**src/rtl/frame_buffer_arbiter_pkg.sv**
```systemverilog
// rtl/frame_buffer_arbiter_pkg.sv - shared constants and FSM encoding for the frame buffer arbiter
package frame_buffer_arbiter_pkg;

   localparam int FBA_DATA_W       = 16;
   localparam int FBA_ADDR_W       = 17;
   localparam int FBA_FRAME_PIXELS = 76800;
   localparam int FBA_FIFO_DEPTH   = 4;

   typedef enum logic {
      fba_wait_sync_p = 1'b0,
      fba_run_p       = 1'b1
   } fba_state_e;

endpackage

```
**src/rtl/frame_buffer_arbiter_pixel_fifo.sv**
```systemverilog
// rtl/frame_buffer_arbiter_pixel_fifo.sv - pixel_fifo: registered camera write FIFO with push/pop/flush
// Head is read straight from storage; a pushed word is visible one cycle later.
module pixel_fifo #(
   parameter int DATA_W     = 16,
   parameter int FIFO_DEPTH = 4
) (
   input  logic              clk_i,
   input  logic              reset_i,
   input  logic              flush_i,
   input  logic              push_i,
   input  logic [DATA_W-1:0] push_data_i,
   input  logic              pop_i,
   output logic [DATA_W-1:0] head_o,
   output logic              full_o,
   output logic              empty_o
);

   localparam int             PTR_W   = $clog2(FIFO_DEPTH);
   localparam logic [PTR_W:0] PTR_ONE = (PTR_W + 1)'(1);

   logic [DATA_W-1:0] mem_q [FIFO_DEPTH];
   logic [DATA_W-1:0] mem_d [FIFO_DEPTH];
   logic [PTR_W:0]    wr_ptr_q, wr_ptr_d;
   logic [PTR_W:0]    rd_ptr_q, rd_ptr_d;

   // Extra pointer bit distinguishes full from empty when the indices match.
   assign empty_o = (wr_ptr_q == rd_ptr_q);
   assign full_o  = (wr_ptr_q[PTR_W] != rd_ptr_q[PTR_W]) &&
                    (wr_ptr_q[PTR_W-1:0] == rd_ptr_q[PTR_W-1:0]);
   assign head_o  = mem_q[rd_ptr_q[PTR_W-1:0]];

   always_comb begin
      mem_d    = mem_q;
      wr_ptr_d = wr_ptr_q;
      rd_ptr_d = rd_ptr_q;
      if (flush_i) begin
         rd_ptr_d = '0;
         wr_ptr_d = push_i ? PTR_ONE : '0;
         if (push_i) begin
            mem_d[0] = push_data_i;
         end
      end else begin
         if (push_i) begin
            mem_d[wr_ptr_q[PTR_W-1:0]] = push_data_i;
            wr_ptr_d                   = wr_ptr_q + PTR_ONE;
         end
         if (pop_i) begin
            rd_ptr_d = rd_ptr_q + PTR_ONE;
         end
      end
   end

   always_ff @(posedge clk_i) begin
      mem_q <= mem_d;
      if (reset_i) begin
         wr_ptr_q <= '0;
         rd_ptr_q <= '0;
      end else begin
         wr_ptr_q <= wr_ptr_d;
         rd_ptr_q <= rd_ptr_d;
      end
   end

endmodule

```
**src/rtl/frame_buffer_arbiter.sv**
```systemverilog
// rtl/frame_buffer_arbiter.sv - single-port pixel RAM arbiter: VGA reads win, camera writes drain from a FIFO
// Owns the write/read address counters, frame wrap, overflow and frame-done signalling.
module frame_buffer_arbiter
   import frame_buffer_arbiter_pkg::*;
#(
   parameter int DATA_W       = FBA_DATA_W,
   parameter int ADDR_W       = FBA_ADDR_W,
   parameter int FRAME_PIXELS = FBA_FRAME_PIXELS,
   parameter int FIFO_DEPTH   = FBA_FIFO_DEPTH
) (
   input  logic              Clk_i,
   input  logic              Reset_i,
   input  logic              Wr_Frame_Start_i,
   input  logic              Wr_Valid_i,
   input  logic [DATA_W-1:0] Wr_Data_i,
   input  logic              Rd_Frame_Start_i,
   input  logic              Rd_En_i,
   output logic [DATA_W-1:0] Pixel_o,
   output logic              Pixel_Valid_o,
   output logic              Mem_En_o,
   output logic              Mem_Wr_En_o,
   output logic [ADDR_W-1:0] Mem_Addr_o,
   output logic [DATA_W-1:0] Mem_Wr_Data_o,
   input  logic [DATA_W-1:0] Mem_Rd_Data_i,
   output logic              Frame_Done_o,
   output logic              Overflow_o
);

   localparam logic [ADDR_W-1:0] LAST_ADDR = ADDR_W'(FRAME_PIXELS - 1);
   localparam logic [ADDR_W-1:0] ADDR_ONE  = ADDR_W'(1);

   fba_state_e        state_q, state_d;
   logic [ADDR_W-1:0] wr_addr_q, wr_addr_d;
   logic [ADDR_W-1:0] rd_addr_q, rd_addr_d;
   logic              rd_issue_q, rd_issue_d;
   logic [DATA_W-1:0] pixel_q, pixel_d;
   logic              pixel_valid_q, pixel_valid_d;
   logic              frame_done_q, frame_done_d;
   logic              overflow_q, overflow_d;

   logic              fifo_push, fifo_pop, fifo_flush;
   logic              fifo_full, fifo_empty;
   logic [DATA_W-1:0] fifo_head;
   logic [ADDR_W-1:0] rd_use_addr;

   function automatic logic [ADDR_W-1:0] addr_inc(input logic [ADDR_W-1:0] a);
      return (a == LAST_ADDR) ? '0 : a + ADDR_ONE;
   endfunction

   pixel_fifo #(
      .DATA_W     (DATA_W),
      .FIFO_DEPTH (FIFO_DEPTH)
   ) u_pixel_fifo (
      .clk_i       (Clk_i),
      .reset_i     (Reset_i),
      .flush_i     (fifo_flush),
      .push_i      (fifo_push),
      .push_data_i (Wr_Data_i),
      .pop_i       (fifo_pop),
      .head_o      (fifo_head),
      .full_o      (fifo_full),
      .empty_o     (fifo_empty)
   );

   always_comb begin
      state_d       = state_q;
      wr_addr_d     = wr_addr_q;
      rd_addr_d     = rd_addr_q;
      rd_issue_d    = 1'b0;
      pixel_valid_d = rd_issue_q;
      pixel_d       = rd_issue_q ? Mem_Rd_Data_i : '0;
      frame_done_d  = 1'b0;
      overflow_d    = overflow_q;
      fifo_push     = 1'b0;
      fifo_pop      = 1'b0;
      fifo_flush    = 1'b0;
      rd_use_addr   = Rd_Frame_Start_i ? '0 : rd_addr_q;
      Mem_En_o      = 1'b0;
      Mem_Wr_En_o   = 1'b0;
      Mem_Addr_o    = wr_addr_q;
      Mem_Wr_Data_o = '0;

      if (Reset_i) begin
         Mem_Addr_o = '0;
      end else begin
         // The VGA side is real-time, so a read always takes the port.
         if (Rd_En_i) begin
            Mem_En_o   = 1'b1;
            Mem_Addr_o = rd_use_addr;
            rd_addr_d  = addr_inc(rd_use_addr);
            rd_issue_d = 1'b1;
         end else if (Rd_Frame_Start_i) begin
            rd_addr_d = '0;
         end

         if (!Rd_En_i && !fifo_empty && !Wr_Frame_Start_i) begin
            fifo_pop      = 1'b1;
            Mem_En_o      = 1'b1;
            Mem_Wr_En_o   = 1'b1;
            Mem_Addr_o    = wr_addr_q;
            Mem_Wr_Data_o = fifo_head;
            wr_addr_d     = addr_inc(wr_addr_q);
            frame_done_d  = (wr_addr_q == LAST_ADDR);
         end

         case (state_q)
            fba_wait_sync_p: begin
               if (Wr_Frame_Start_i) begin
                  state_d   = fba_run_p;
                  wr_addr_d = '0;
               end
            end
            default: begin
               // A frame start discards stale pixels; a same-cycle pixel becomes pixel 0.
               if (Wr_Frame_Start_i) begin
                  fifo_flush = 1'b1;
                  wr_addr_d  = '0;
               end
               if (Wr_Valid_i) begin
                  if (Wr_Frame_Start_i || !fifo_full || fifo_pop) begin
                     fifo_push = 1'b1;
                  end else begin
                     overflow_d = 1'b1;
                  end
               end
            end
         endcase
      end
   end

   always_ff @(posedge Clk_i) begin
      if (Reset_i) begin
         state_q       <= fba_wait_sync_p;
         wr_addr_q     <= '0;
         rd_addr_q     <= '0;
         rd_issue_q    <= 1'b0;
         pixel_q       <= '0;
         pixel_valid_q <= 1'b0;
         frame_done_q  <= 1'b0;
         overflow_q    <= 1'b0;
      end else begin
         state_q       <= state_d;
         wr_addr_q     <= wr_addr_d;
         rd_addr_q     <= rd_addr_d;
         rd_issue_q    <= rd_issue_d;
         pixel_q       <= pixel_d;
         pixel_valid_q <= pixel_valid_d;
         frame_done_q  <= frame_done_d;
         overflow_q    <= overflow_d;
      end
   end

   assign Pixel_o       = pixel_q;
   assign Pixel_Valid_o = pixel_valid_q;
   assign Frame_Done_o  = frame_done_q;
   assign Overflow_o    = overflow_q;

endmodule

```
**config.mk**
```make
export PLATFORM = sky130hd
export DESIGN_NAME = frame_buffer_arbiter
export DESIGN_NICKNAME = d
export VERILOG_FILES = /design/src/rtl/frame_buffer_arbiter_pkg.sv /design/src/rtl/frame_buffer_arbiter_pixel_fifo.sv /design/src/rtl/frame_buffer_arbiter.sv
export SDC_FILE = /design/constraint.sdc
export NUM_CORES = 1
export LEC_CHECK = 0
export BUFFER_PORTS_ARGS = -buffer_cell sky130_fd_sc_hd__buf_2
export CAP_MARGIN = 20
export CORE_UTILIZATION = 56
export DETAILED_ROUTE_END_ITERATION = 10
export HOLD_SLACK_MARGIN = 0.02
export PLACE_DENSITY = 0.81
export RECOVER_POWER = 50
export SKIP_CTS_REPAIR_TIMING = 1
export SLEW_MARGIN = 5
export SYNTH_ARGS = -nofsm -noshare
export SYNTH_HDL_FRONTEND = slang
export SYNTH_SLANG_ARGS = --single-unit
```
**constraint.sdc**
```tcl
create_clock -name Clk_i -period 3.55 [get_ports Clk_i]
set_input_delay 0.1775 -clock Clk_i [delete_from_list [all_inputs] [get_ports Clk_i]]
set_output_delay 0.1775 -clock Clk_i [all_outputs]
set_load 0.02 [all_outputs]
```
# [Word level (Yosys, flattened, before mapping)]
# Index checks and enable logic that the tools add are counted.
[classes] addsub=4 multipliers=0 div_mod_pow=0 n_lt_le_gt_ge=3 n_eq_ne=5 shift=0 mux=36 n_bitwise=6 n_reduce_logical=17
[ops] operator="$mux 17" count=7
[ops] operator="$mux 16" count=7
[ops] operator="$bwmux 64" count=1
[ops] operator="$mux 64" count=1
[ops] operator="$add 17x1->17 const B" count=2
[ops] operator="$eq 17x17->1 const B" count=2
[ops] operator="$bmux 16 s2" count=1
[ops] operator="$demux 16 s2" count=1
[ops] operator="$mux 1" count=16
[ops] operator="$reduce_or 2->1" count=4
[ops] operator="$add 3x1->3 const B" count=2
[ops] operator="$ge 3x3->1 const B" count=2
[ops] operator="$mux 3" count=2
[ops] operator="$not 2->3" count=2
[ops] operator="$logic_and 1x1->1" count=4
[ops] operator="$logic_not 1->1" count=4
[ops] operator="$not 1->1" count=4
[ops] operator="$eq 3x3->1" count=1
[ops] operator="$lt 3x1->1 const B" count=1
[ops] operator="$reduce_and 3->1" count=1
[ops] operator="$eq 2x2->1" count=1
[ops] operator="$logic_or 1x1->1" count=2
[ops] operator="$reduce_and 2->1" count=1
[ops] operator="$reduce_bool 2->1" count=1
[ops] operator="$ne 1x1->1" count=1
[word_totals] reg_bits=125 latch_bits=0 ramBits=0 mem_bits_ro=0 output_inout_bits=54 memories=0

# [Longest topological paths before layout]
[depth] word_depth=13 ltp_mapped=9 ltp_nobuf=7

# [Hierarchy]
# A second synthesis with hierarchy kept.
[unflattened] cells_unflattened=459 hier_area_um2=5602.9
[by_module_without_submodules] module="pixel_fifo" instances=1 cells_each=142 area_each_um2=2852.7 seq_area_each_um2=2042.0
[by_module_without_submodules] module="frame_buffer_arbiter" instances=1 cells_each=317 area_each_um2=2750.1 seq_area_each_um2=1101.1

# [Least setup slack after synthesis]
# No wires, ideal clock.
[synth_timing] kind="register -> register" start="register u_pixel_fifo.rd_ptr_q[0]" end="register u_pixel_fifo.mem_q[48] in the netlist's numbering (enable)" setup_time_ps=409 arrival_ps=2072 required_time_ps=3141 slack_ps=1069 stages_incl_launch_ff=6 path_buffers=1 period_less_slack_ps=2481 cell_sequence="dfxtp_1 > buf_6 > xnor2_2 > nand4_1 > nand3_1 > nor3_1"
[synth_between] elab_chain_len=11 elab_cells_between_ends=15
[synth_lines] item="from (decl)" line_no="frame_buffer_arbiter_pixel_fifo.sv:24" text="logic [PTR_W:0] rd_ptr_q, rd_ptr_d;"
[synth_lines] item="from (signal assigned)" line_no="frame_buffer_arbiter_pixel_fifo.sv:60" text="rd_ptr_q <= rd_ptr_d;"
[synth_lines] item="$eq 3x3->1" line_no="frame_buffer_arbiter_pixel_fifo.sv:27" text="assign empty_o = (wr_ptr_q == rd_ptr_q);"
[synth_lines] item="$logic_not 1->1" line_no="frame_buffer_arbiter.sv:96" text="if (!Rd_En_i && !fifo_empty && !Wr_Frame_Start_i) begin"
[synth_lines] item="$logic_and 1x1->1 (2 in a row)" line_no="frame_buffer_arbiter.sv:96"
[synth_lines] item="$mux 1" line_no="frame_buffer_arbiter.sv:96"
[synth_lines] item="$mux 1" line_no="frame_buffer_arbiter.sv:83" text="if (Reset_i) begin"
[synth_lines] item="$logic_or 1x1->1 (*)" line_no="frame_buffer_arbiter.sv:120" text="if (Wr_Frame_Start_i || !fifo_full || fifo_pop) begin"
[synth_lines] item="$mux 1 (*)" line_no="frame_buffer_arbiter.sv:120"
[synth_lines] item="$mux 1 (*)" line_no="frame_buffer_arbiter.sv:119" text="if (Wr_Valid_i) begin"
[synth_lines] item="$mux 1 (*)" line_no="frame_buffer_arbiter.sv:106" text="case (state_q)"
[synth_lines] item="$mux 1 (*)" line_no="frame_buffer_arbiter.sv:83"
[synth_lines] item="to (signal assigned)" line_no="frame_buffer_arbiter_pixel_fifo.sv:54" text="mem_q <= mem_d;"
[synth_lines] item="to (decl)" line_no="frame_buffer_arbiter_pixel_fifo.sv:21" text="logic [DATA_W-1:0] mem_q [FIFO_DEPTH];"
# Every way passes the cells marked *; elsewhere a longest branch is shown, timed or not. The select of a mux whose other input is x is not followed.
# A chain may end at the register's enable or synchronous reset.

# [Worst setup path in the final report]
[layout_timing] start="input port Rd_En_i" end="output port Mem_Addr_o[3]"
[layout_between] elab_chain_len=5 elab_cells_between_ends=6
[layout_lines] item="from (decl)" line_no="frame_buffer_arbiter.sv:17" text="input logic Rd_En_i,"
[layout_lines] item="$logic_not 1->1" line_no="frame_buffer_arbiter.sv:96"
[layout_lines] item="$logic_and 1x1->1 (2 in a row)" line_no="frame_buffer_arbiter.sv:96"
[layout_lines] item="$mux 17 (*)" line_no="frame_buffer_arbiter.sv:96"
[layout_lines] item="$mux 17 (*)" line_no="frame_buffer_arbiter.sv:83"
[layout_lines] item="to (decl)" line_no="frame_buffer_arbiter.sv:22" text="output logic [ADDR_W-1:0] Mem_Addr_o,"
# Every way passes the cells marked *; elsewhere a longest branch is shown, timed or not.

==> metrics.md <==
| Metric | Value |
|---|---|
| Residual DRC count | 0 |
| Clock skew | 11.4 ps |
| Core area | 9330 sq um |
| Clock-pin transition on the worst setup and hold timing paths | 60 ps |
| Yosys top cell area share | 35.3% |
| # H-tree levels | 4 |
| Post-DP HPWL | 7.44 mm |
| Crit path max-delay family | buffers and inverters |
| First-pass GRT wire length | about 18 mm |
| Dpl cells | 647 |
| Part of the Yosys area used for sequential elements | 57.7% |
| Hold Slack | 38.9 ps |
| Antenna violations before repair | 0 |
| Via/cell ratio | ~5.5 |
| Fin crit share | 76.3% |
| FF-to-FF path depth | 5 |
| Starting density of the core | 58.4% |
| Clock Latency Late Sink | 520 ps |
| Max Cap Viol | 0 |
| Longest Clk Path Bufs | 2 |
| Post-synth EDFFs | 64 |
| Status | finished, final reports clean |
| ANT nets after route | 0 |
| Finished Layout Cells | 711 |
| Slew at the pin closest to its max-slew limit | 1210 ps |
| DR iter-0 viols | around 260 |
| Cell repeated most along the worst path | nor2_1 |
| Max VDD drop | 0.000350 V |
| Ys flop type | edfxtp_1 |
| Pre-antenna DRT Iters | 5 |
| Seq cells post-synth | 125 |
| Syn nets | 487 |
| Die area | 10100 sq um |
| WP data required | between 3000 and 4000 ps |
| Crit path DAT | between 2000 and 3000 ps |
| Max Fclk | 369 MHz |
| Endpoint type of the worst setup path | output port |
| Class of the most critical setup path | in2out |
| Chip width | 101 um |
| Synth area leaders | edfxtp_1 (35%), dfxtp_1 (22%), and2_1 (6.4%) |
| Die Y | 101 um |
| Hold Path Cell Cnt | 3 |
| Final setup vio count | 0 |
| Leak | roughly 2.5 nW |
| Slew Limit Fails | 0 |
| I/O pin count | 92 |
| Hold Crit Start | Wr_Frame_Start_i |
| R2R Path Start | u_pixel_fifo.wr_ptr_q[0]$_SDFFE_PP0P_ |
| Power Dens Cells | 516 nW/um^2 |
| Cell area after layout | just under 7000 sq um |
| Row count | 35 |
| Total Nets Final | 614 |
| Final setup TNS | 0 ps |
| Worst path bufs/invs | 3 |
| Largest net degree at the start of global routing | 30 |
| RSZ-0062 raised after global routing | false |
| Layout cells sized above 1 | 18.7% |
| Syn. warnings | 0 |
| RD Place Congestion | 0.890 |
| Worst setup SP type | primary input |
| Reg-to-reg setup timing slack | 870 ps |
| Max-slew headroom | between 10% and 20% |
| Slowest CP cell | nor2_1 |
| FFs w/ async S/R, synth | 0% |
| Slowest Stage Delay on Critical Path | 750 ps |
| Clock buffer count from CTS | 17 |
| Port buffer count | 91 |
| GR Overflow Total | 0 |
| Mapped Avg Cell Area | 12.3 sq um |
| Sink Count | 125 |
| Hold Path End | state_q$_SDFF_PP0_ |
| Clock period minus worst slack | 2710 ps |
| Tot GR Track Use | 24.4% |
| Clock Tree Root | clkbuf_8 |
| Reg-to-Reg End | u_pixel_fifo.mem_q[50]$_DFFE_PP_ |
| Cell variety after synth | 49 |
| # diodes | 0 |
| Maximum net fanout on the critical path | 19 |
| Mapped cell area | 5440 sq um |
| CTS tree | built |
| WL final | approximately 12 mm |
| Tightest Hold Check Type | in2reg |
| Dpl cell area | 5980 sq um |
| Vias | 3940 |
| WL per Instance | 17.5 um |
| Number of global-route vias before repair | between 3000 and 4000 |
| Final Hold Viols | 0 |
| Synthesized netlist cell count | 442 |
| Area Overhead vs Synth | 26.2% |
| Cell taking the most area after synthesis | edfxtp_1 |
| Crit-path cells | clkbuf_1, clkinv_1, nor2_1, a22oi_1, nor2_1, buf_2 |
## metal layers
| layer | GRT usage, % | up-vias | routed length [um] |
|---|---|---|---|
| met5 | 0 | - | 0 |
| met4 | 8.58 | 0 | 182 |
| met3 | 7.07 | 18 | 641 |
| met2 | 38.3 | 151 | 6180 |
| met1 | 32.5 | 1935 | 5440 |
| li1 | - | 1836 | - |
## worst max-delay path by stage
| stage | end | slack [ps] | from | depth (start not counted) |
|---|---|---|---|---|
| after floorplan | u_pixel_fifo.mem_q[48]$_DFFE_PP_ | 1070 | u_pixel_fifo.rd_ptr_q[0]$_SDFFE_PP0P_ | 5 |
| after global placement | Mem_Addr_o[3] | 1380 | Rd_En_i | 6 |
| after detailed placement | Mem_Addr_o[3] | 1330 | Rd_En_i | 6 |
| after CTS | Mem_Wr_Data_o[4] | 960 | u_pixel_fifo.wr_ptr_q[0]$_SDFFE_PP0P_ | 4 |
| after global routing | Mem_Addr_o[8] | 630 | Rd_En_i | 6 |
| final | Mem_Addr_o[3] | 840 | Rd_En_i | 6 |
## stage by stage
stage	total power [mW]	utilization, %	setup WS, ps
floorplan	1.65	-	1070
global route	3.64	73.6	632
global placement	1.70	64.1	1380
detailed placement	1.70	64.1	1330
finish	3.54	73.6	840
CTS	3.54	71.2	965
## cell families (layout without fill, tap and decap cells)
logic type               Yosys count  after routing  share of synthesized area, %
adder cells (fa/ha/maj)            7              7                          1.61
multiplexers                      22             22                          7.93
buffers and inverters             21            161                          2.11
flip-flops                       125            125                          57.7
AO/OA/AOI/OAI                     32             32                          4.92
AND/OR/NAND/NOR                  198            198                          19.4
XOR/XNOR                          37             37                          6.23
## layout by cell type, fill, tap and decap left out, types with 8 or more instances in the layout
cell type	netlist	routed
a22oi_1	13	13
and2_0	0	14
xor2_1	21	21
nor2_1	60	60
nand4_1	8	8
dlygate4sd3_1	0	32
mux4_2	13	13
clkbuf_16	0	20
nand2_1	20	20
xnor2_1	14	15
and2_1	56	42
clkbuf_1	7	41
dfxtp_1	61	61
nand3_1	14	14
edfxtp_1	64	64
buf_2	5	50
## Yosys cell counts, types with 3 or more instances
library cell and n:
a21oi_1 6, a22oi_1 13, and2_1 56, and3_1 5
and4_1 4, buf_2 5, buf_6 3, clkbuf_1 7
dfxtp_1 61, edfxtp_1 64, ha_1 7, mux2i_1 6
mux4_1 3, mux4_2 13, nand2_1 20, nand2b_1 3
nand3_1 14, nand4_1 8, nand4b_1 3, nor2_1 60
nor2b_1 6, nor3_1 4, o21ai_0 3, or2_2 5
xnor2_1 14, xor2_1 21
## power breakdown
group	switching, mW	internal [mW]	leakage [nW]
registers	0.00706	1.53	1.09
clock network	0.633	1.21	0.322
logic	0.0910	0.0695	1.11
total	0.731	2.81	2.52
## area by class of cell
| cell class | count | area [sq um] |
|---|---|---|
| Clock inverter | 9 | 114 |
| Multi-Input combinational cell | 296 | 2150 |
| Fill cell | 644 | 2460 |
| Tap cell | 129 | 161 |
| Clock buffer | 23 | 542 |
| Sequential cell | 125 | 3140 |
| Inverter | 3 | 11.3 |
| Timing Repair Buffer | 126 | 747 |
## flip-flops by register name (all words and copies together) (netlist names)
register and count:
u_pixel_fifo.wr_ptr_q 3, Frame_Done_o 1, Overflow_o 1, Pixel_o 16, state_q 1, u_pixel_fifo.mem_q 64, Pixel_Valid_o 1, pixel_valid_d 1
rd_addr_q 17, u_pixel_fifo.rd_ptr_q 3, wr_addr_q 17
## worst reg2reg max path, stage by stage (launching register included)
cell,delay (ps)
dfxtp_1,430
xnor2_1,250
nand4_1,190
nand3_1,150
nor3_1,990
buf_4,380
Note: power is estimated with default switching activity, not from simulation.
